File: src/rtl/regfile_param.sv
// Parametrised register file: binary-decoded write-back port, two async read ports, per-register busy scoreboard.
// Optional write-to-read forwarding is enabled by defining RF_BYPASS_EN.
module regfile_param #(
    parameter int unsigned WIDTH    = 32,
    parameter int unsigned ADDR_W   = 5,
    parameter bit          ZERO_REG = 1'b1
) (
    input  logic                     clk,
    input  logic                     reset,
    input  logic                     we,
    input  logic [ADDR_W-1:0]        waddr,
    input  logic [WIDTH-1:0]         wdata,
    input  logic                     rsv_en,
    input  logic [ADDR_W-1:0]        rsv_addr,
    input  logic [ADDR_W-1:0]        raddr_a,
    output logic [WIDTH-1:0]         rdata_a,
    output logic                     busy_a,
    input  logic [ADDR_W-1:0]        raddr_b,
    output logic [WIDTH-1:0]         rdata_b,
    output logic                     busy_b,
    output logic [(1<<ADDR_W)-1:0]   busy_vec
);

    localparam int unsigned DEPTH = 1 << ADDR_W;

    logic [WIDTH-1:0] regs [DEPTH];
    logic [DEPTH-1:0] busy;

    // One storage slot per index; a hard-wired zero slot has no flops at all.
    for (genvar i = 0; i < DEPTH; i++) begin : g_reg
        localparam bit IS_ZERO = ZERO_REG && (i == 0);
        if (IS_ZERO) begin : g_zero
            assign regs[i] = '0;
            assign busy[i] = 1'b0;
        end else begin : g_store
            logic             wr_hit;
            logic             rsv_hit;
            logic [WIDTH-1:0] data_q;
            logic             busy_q;

            assign wr_hit  = we && (waddr == ADDR_W'(i));
            assign rsv_hit = rsv_en && (rsv_addr == ADDR_W'(i));

            // A reservation on the same edge as write-back belongs to a younger instruction, so set wins.
            always_ff @(posedge clk or negedge reset) begin
                if (!reset) begin
                    data_q <= '0;
                    busy_q <= 1'b0;
                end else begin
                    if (wr_hit) begin
                        data_q <= wdata;
                    end
                    if (rsv_hit) begin
                        busy_q <= 1'b1;
                    end else if (wr_hit) begin
                        busy_q <= 1'b0;
                    end
                end
            end

            assign regs[i] = data_q;
            assign busy[i] = busy_q;
        end
    end

    assign busy_vec = busy;

    logic zero_a;
    logic zero_b;
    assign zero_a = ZERO_REG && (raddr_a == '0);
    assign zero_b = ZERO_REG && (raddr_b == '0);

    // Read port A
    always_comb begin
        rdata_a = regs[raddr_a];
        busy_a  = busy[raddr_a];
`ifdef RF_BYPASS_EN
        if (we && (raddr_a == waddr)) begin
            rdata_a = wdata;
            busy_a  = rsv_en && (rsv_addr == raddr_a);
        end
`endif
        if (zero_a) begin
            rdata_a = '0;
            busy_a  = 1'b0;
        end
    end

    // Read port B
    always_comb begin
        rdata_b = regs[raddr_b];
        busy_b  = busy[raddr_b];
`ifdef RF_BYPASS_EN
        if (we && (raddr_b == waddr)) begin
            rdata_b = wdata;
            busy_b  = rsv_en && (rsv_addr == raddr_b);
        end
`endif
        if (zero_b) begin
            rdata_b = '0;
            busy_b  = 1'b0;
        end
    end

endmodule
File: config.mk
export PLATFORM = sky130hd
export DESIGN_NAME = regfile_param
export DESIGN_NICKNAME = d
export VERILOG_FILES = /design/src/rtl/regfile_param.sv
export SDC_FILE = /design/constraint.sdc
export NUM_CORES = 2
export LEC_CHECK = 0
export CORE_MARGIN = 1.5
export CORE_UTILIZATION = 63
export DETAILED_ROUTE_END_ITERATION = 16
export GPL_TIMING_DRIVEN = 0
export PLACE_DENSITY_LB_ADDON = 0.08
export SYNTH_ARGS = -nofsm -noshare
export SYNTH_HDL_FRONTEND = slang
export SYNTH_SLANG_ARGS = --single-unit
File: constraint.sdc
create_clock -name clk -period 3 [get_ports clk]
set_clock_uncertainty 0.05 [all_clocks]
set_input_delay 0.6 -clock clk [delete_from_list [all_inputs] [get_ports clk]]
set_output_delay 0.6 -clock clk [all_outputs]
set_load 0.02 [all_outputs]
Word-level counts from Yosys, hierarchy flattened
Index checks and enable logic that the tools add are counted.
W data, S select, Z words.
{ "totals": {"ff_bits": 1023} }
{ "classes": {"n_lt_le_gt_ge": 4, "n_eq_ne": 62, "muxes": 76, "bitwise": 2, "reduce_logical": 95} }
{ "op_table": {"columns": ["operator", "count"], "rows": [
  ["$bmux W32 S5", 2],
  ["$mux W32", 6],
  ["$eq A5 B5 Y1 const B", 32],
  ["$eq A5 B4 Y1 const B", 16],
  ["$mux W1", 66],
  ["$logic_and A1 B1 Y1", 62],
  ["$reduce_bool A2 Y1", 31],
  ["$eq A5 B3 Y1 const B", 8],
  ["$eq A5 B2 Y1 const B", 4],
  ["$ge A6 B6 Y1 const B", 2],
  ["$lt A5 B6 Y1 const B", 2],
  ["$not A5 Y6", 2],
  ["$bmux W1 S5", 2],
  ["$eq A5 B1 Y1 const B", 2],
  ["$logic_not A5 Y1", 2]
]} }

Depth between registers and ports, before layout
{ "depth": {"ltp_word": 5, "depth_mapped": 8} }

Worst setup path after synthesis
Ideal clock, no wire load.
{ "synth_timing": {"kind": "input to output", "start": "input raddr_a[0]", "end": "output busy_a", "arrival_time_ps": 2156, "required_ps": 2350, "slack_ps": 194, "path_stages": 7, "path_buffers": 3, "path_cell_list": "buf_2 -> buf_6 -> buf_4 -> mux4_2 -> mux2i_1 -> o32a_1 -> o221ai_1"} }
{ "synth_via": {"elab_chain_len": 3, "elab_cells_between_ends": 4, "classes_between": "3 x mux; 1 x reduce/logical"} }
{ "synth_rtl": {"columns": ["item", "line_no", "text"], "rows": [
  ["start, declared", "15", "input logic [ADDR_W-1:0] raddr_a,"],
  ["$bmux W1 S5", "76", "busy_a = busy[raddr_a];"],
  ["$mux W1 (not written as such)", "76", null],
  ["$mux W1 *", "83", "if (zero_a) begin"],
  ["end, declared", "17", "output logic busy_a,"]
]} }
Every way passes the cells marked *; elsewhere a longest branch is shown, timed or not. The select of a mux whose other input is x is not followed.

Worst setup path in the final report
{ "layout_timing": {"start": "register g_reg[29].g_store.data_q[7]", "end": "output rdata_a[7]"} }
{ "layout_via": {"elab_chain_len": 4} }
{ "layout_rtl": {"columns": ["item", "line_no", "text"], "rows": [
  ["start, declared", "38", "logic [WIDTH-1:0] data_q;"],
  ["start signal, assigned", "51", "data_q <= wdata;"],
  ["$bmux W32 S5", "75", "rdata_a = regs[raddr_a];"],
  ["$mux W32 (not written as such) (2 in series)", "75", null],
  ["$mux W32", "83", null],
  ["end, declared", "16", "output logic [WIDTH-1:0] rdata_a,"]
]} }
No other way between the ends. The select of a mux whose other input is x is not followed.

==> flow_summary.json <==
{
  "yosys-top-cells-area": "dfrtp_1 (46%), mux2_2 (20%), mux4_2 (17%)",
  "yosysMostFrequentCell": "dfrtp_1",
  "cts_sinks": 1023,
  "ys_types": 48,
  "fin_crit_ns": 3.53,
  "syn_to_final_growth_pct": 21.7,
  "ant_nets": 0,
  "setup_viol": 82,
  "grt_antenna_before_repair": 10,
  "io_pins": 154,
  "yosys_warnings": 0,
  "rsz0062_at_grt": "yes",
  "hold_start": "rsv_addr[1]",
  "fmax_ghz": 0.284,
  "wirelength_um": 227000,
  "clkLatencyLatePin_ns": 0.71,
  "irDropWorstVdd_mv": 0.583,
  "worst_ep_required_time_ns": 2.35,
  "synth_edf_count": 0,
  "dp_slack_ns": -2.90,
  "layout.nets": 4236,
  "syn_area_um2": 55700,
  "drc": 0,
  "start_kind": "flip-flop",
  "holdPathEnd": "g_reg[19].g_store.busy_q",
  "p_leak_uw": 0.0298,
  "firstDrtPassIters": 8,
  "initial_core_util_pct": 63.9,
  "ys_ff_latch": 1023,
  "synth_flop_cell": "dfrtp_1",
  "dieArea_um2": 90300,
  "setup.worst_path.class": "reg2out",
  "min_path_type": "in2reg",
  "port_buffers": 141,
  "hold_viol": 0,
  "crit_fanout": 3,
  "finalPower_uw": 44500,
  "final.setup.worst_slack_ns": -0.526,
  "hold_depth": 3,
  "dp_hpwl_um": 142000,
  "placed_cell_area_um2": 58800,
  "period_share_pct": 118,
  "synth_cells": 3749,
  "overflow": 0,
  "status": "complete, but fails checks",
  "violations": "setup timing",
  "die_h_um": 300,
  "fp.coreArea_um2": 87200,
  "yosysSeqAreaShare_pct": 45.9,
  "tightest_slew_ns": 1.13,
  "yosysTopAreaCell": "dfrtp_1",
  "r2r_cells": 2,
  "drt_iter0_markers": 6104,
  "fin_hold_ws_ns": 0.316,
  "ctsLongestPathBuffers": 3,
  "avgSynthCellArea_um2": 14.9,
  "critical_path_arrival_ns": 2.88,
  "cts_buffers": 110,
  "slew_headroom_pct": 24.6,
  "grtUsageTotal_pct": 50.0,
  "reg2reg_from": "g_reg[10].g_store.data_q[30]",
  "vias_per_cell": 7.70,
  "synth_common_cells": "dfrtp_1 (1,023), mux2_2 (1,001), mux4_2 (428)",
  "timing.rr.end": "g_reg[10].g_store.data_q[30]",
  "die_w_um": 300,
  "cts_tree": "built",
  "slew_violations": 0,
  "gp_congestion": 1.01,
  "power_density_nw_per_um2": 657,
  "r2r_setup_slack_ns": 2.02,
  "synth.top_cell.area_share_pct": 45.9,
  "avgRoutedWirePerCell_um": 41.9,
  "design_area_um2": 67800,
  "drive_gt1_share_pct": 56.5,
  "final_core_util_pct": 77.8,
  "clkTransAtPathRegs_ns": 0.06,
  "drv_cap": 0,
  "rows": 108,
  "root_buffer": "clkbuf_16",
  "num_vias": 41800,
  "htreeDepth": 3,
  "syn_nets": 3805,
  "endpoint_kind": "output port",
  "async_reset_ff_share_pct": 100,
  "grt_pass1_vias": 41600,
  "grt_pass1_wl_um": 311000,
  "grt_max_degree": 159
}
metrics by stage:
step	cells	setup TNS [ns]
2_1_floorplan	3749	0
3_3_place_gp	5045	-
3_5_place_dp	5053	-334.50
4_1_cts	5351	-2.72
5_1_grt	5423	-8.05
6_report	5430	-9.97
area by class of cell:
| cell class | instances | area, um2 |
|---|---|---|
| inverter | 25 | 103 |
| buffer | 426 | 4180 |
| clock inverter | 32 | 383 |
| timing repair buffer | 325 | 3930 |
| clock buffer | 167 | 3300 |
| sequential | 1023 | 25600 |
| tap | 1155 | 1450 |
| antenna | 8 | 20.0 |
| fill | 5086 | 19400 |
| multi-input combinational | 2269 | 28800 |
critical path, cell delays in order, from the launching register on:
cell and delay (ns):
dfrtp_1 0.39, mux4_2 0.54, a22oi_2 0.19, nand4_1 0.57, o31a_1 0.33, buf_6 0.14
repair_timing:
action | CTS | global route
endpoints found under the setup margin | 66 | 192
pin swaps | 45 | 51
endpoints found under the hold margin | 119 | 0
buffers inserted | 84 | 67
resized for setup | 989 | 206
hold buffers | 1 | 0
cloned | 16 | 12
report_power, final:
part,switching [uW],internal (uW)
Sequential,2250,16500
Combinational,5080,6470
Clock,5970,8230
Total,13300,31200
layout by cell type, fill, tap and decap left out, drive strengths merged, types with 2 or more instances in the layout:
cell,instances
a211o,6
a211oi,6
a21oi,11
a221oi,61
a22o,8
a22oi,66
a32o,5
and2,5
and3,10
buf,501
bufbuf,2
bufinv,8
clkbuf,342
clkdlybuf4s50,71
clkinv,18
clkinvlp,4
dfrtp,1023
diode,8
inv,27
mux2,1063
mux2i,225
mux4,428
nand2,43
nand2b,10
nand3,24
nand4,20
nor2,58
nor2b,69
nor3,39
o21a,3
o21ai,8
o221ai,19
o22ai,12
o31a,36
o31ai,4
o32a,19
o32ai,3
or4,2
flip-flops by register name, indices dropped and copies added, names as in the netlist:
signal / cells
g.g_store.data_q: 992
g.g_store.busy_q: 31
logic make-up after synthesis:
logic type | Yosys count | synth area share [%]
mux | 1716 | 43.2
flops | 1023 | 45.9
buf+inv | 457 | 4.26
simple gates | 284 | 2.68
compound gates | 268 | 3.92
other cells | 1 | 0.00673
worst max path at each step:
stage | start | endpoint | slack (ns)
floorplan | raddr_a[0] | busy_a | 0.19
global placement | reset | g_reg[14].g_store.data_q[8] | -45.48
detailed placement | raddr_a[2] | rdata_a[11] | -2.90
CTS | raddr_a[0] | rdata_a[2] | -0.17
global route | g_reg[29].g_store.data_q[7] | rdata_a[7] | -0.44
finish | g_reg[29].g_store.data_q[7] | rdata_a[7] | -0.53
per-layer routing:
| metal | vias up | GRT usage, % | wire (um) |
|---|---|---|---|
| met1 | 21500 | 61.5 | 75600 |
| met2 | 3761 | 70.1 | 95200 |
| met5 | - | 0 | 250 |
| li1 | 15300 | - | - |
| met3 | 1168 | 20.9 | 34200 |
| met4 | 12 | 38.7 | 22100 |
(Power assumes the default switching activity.)
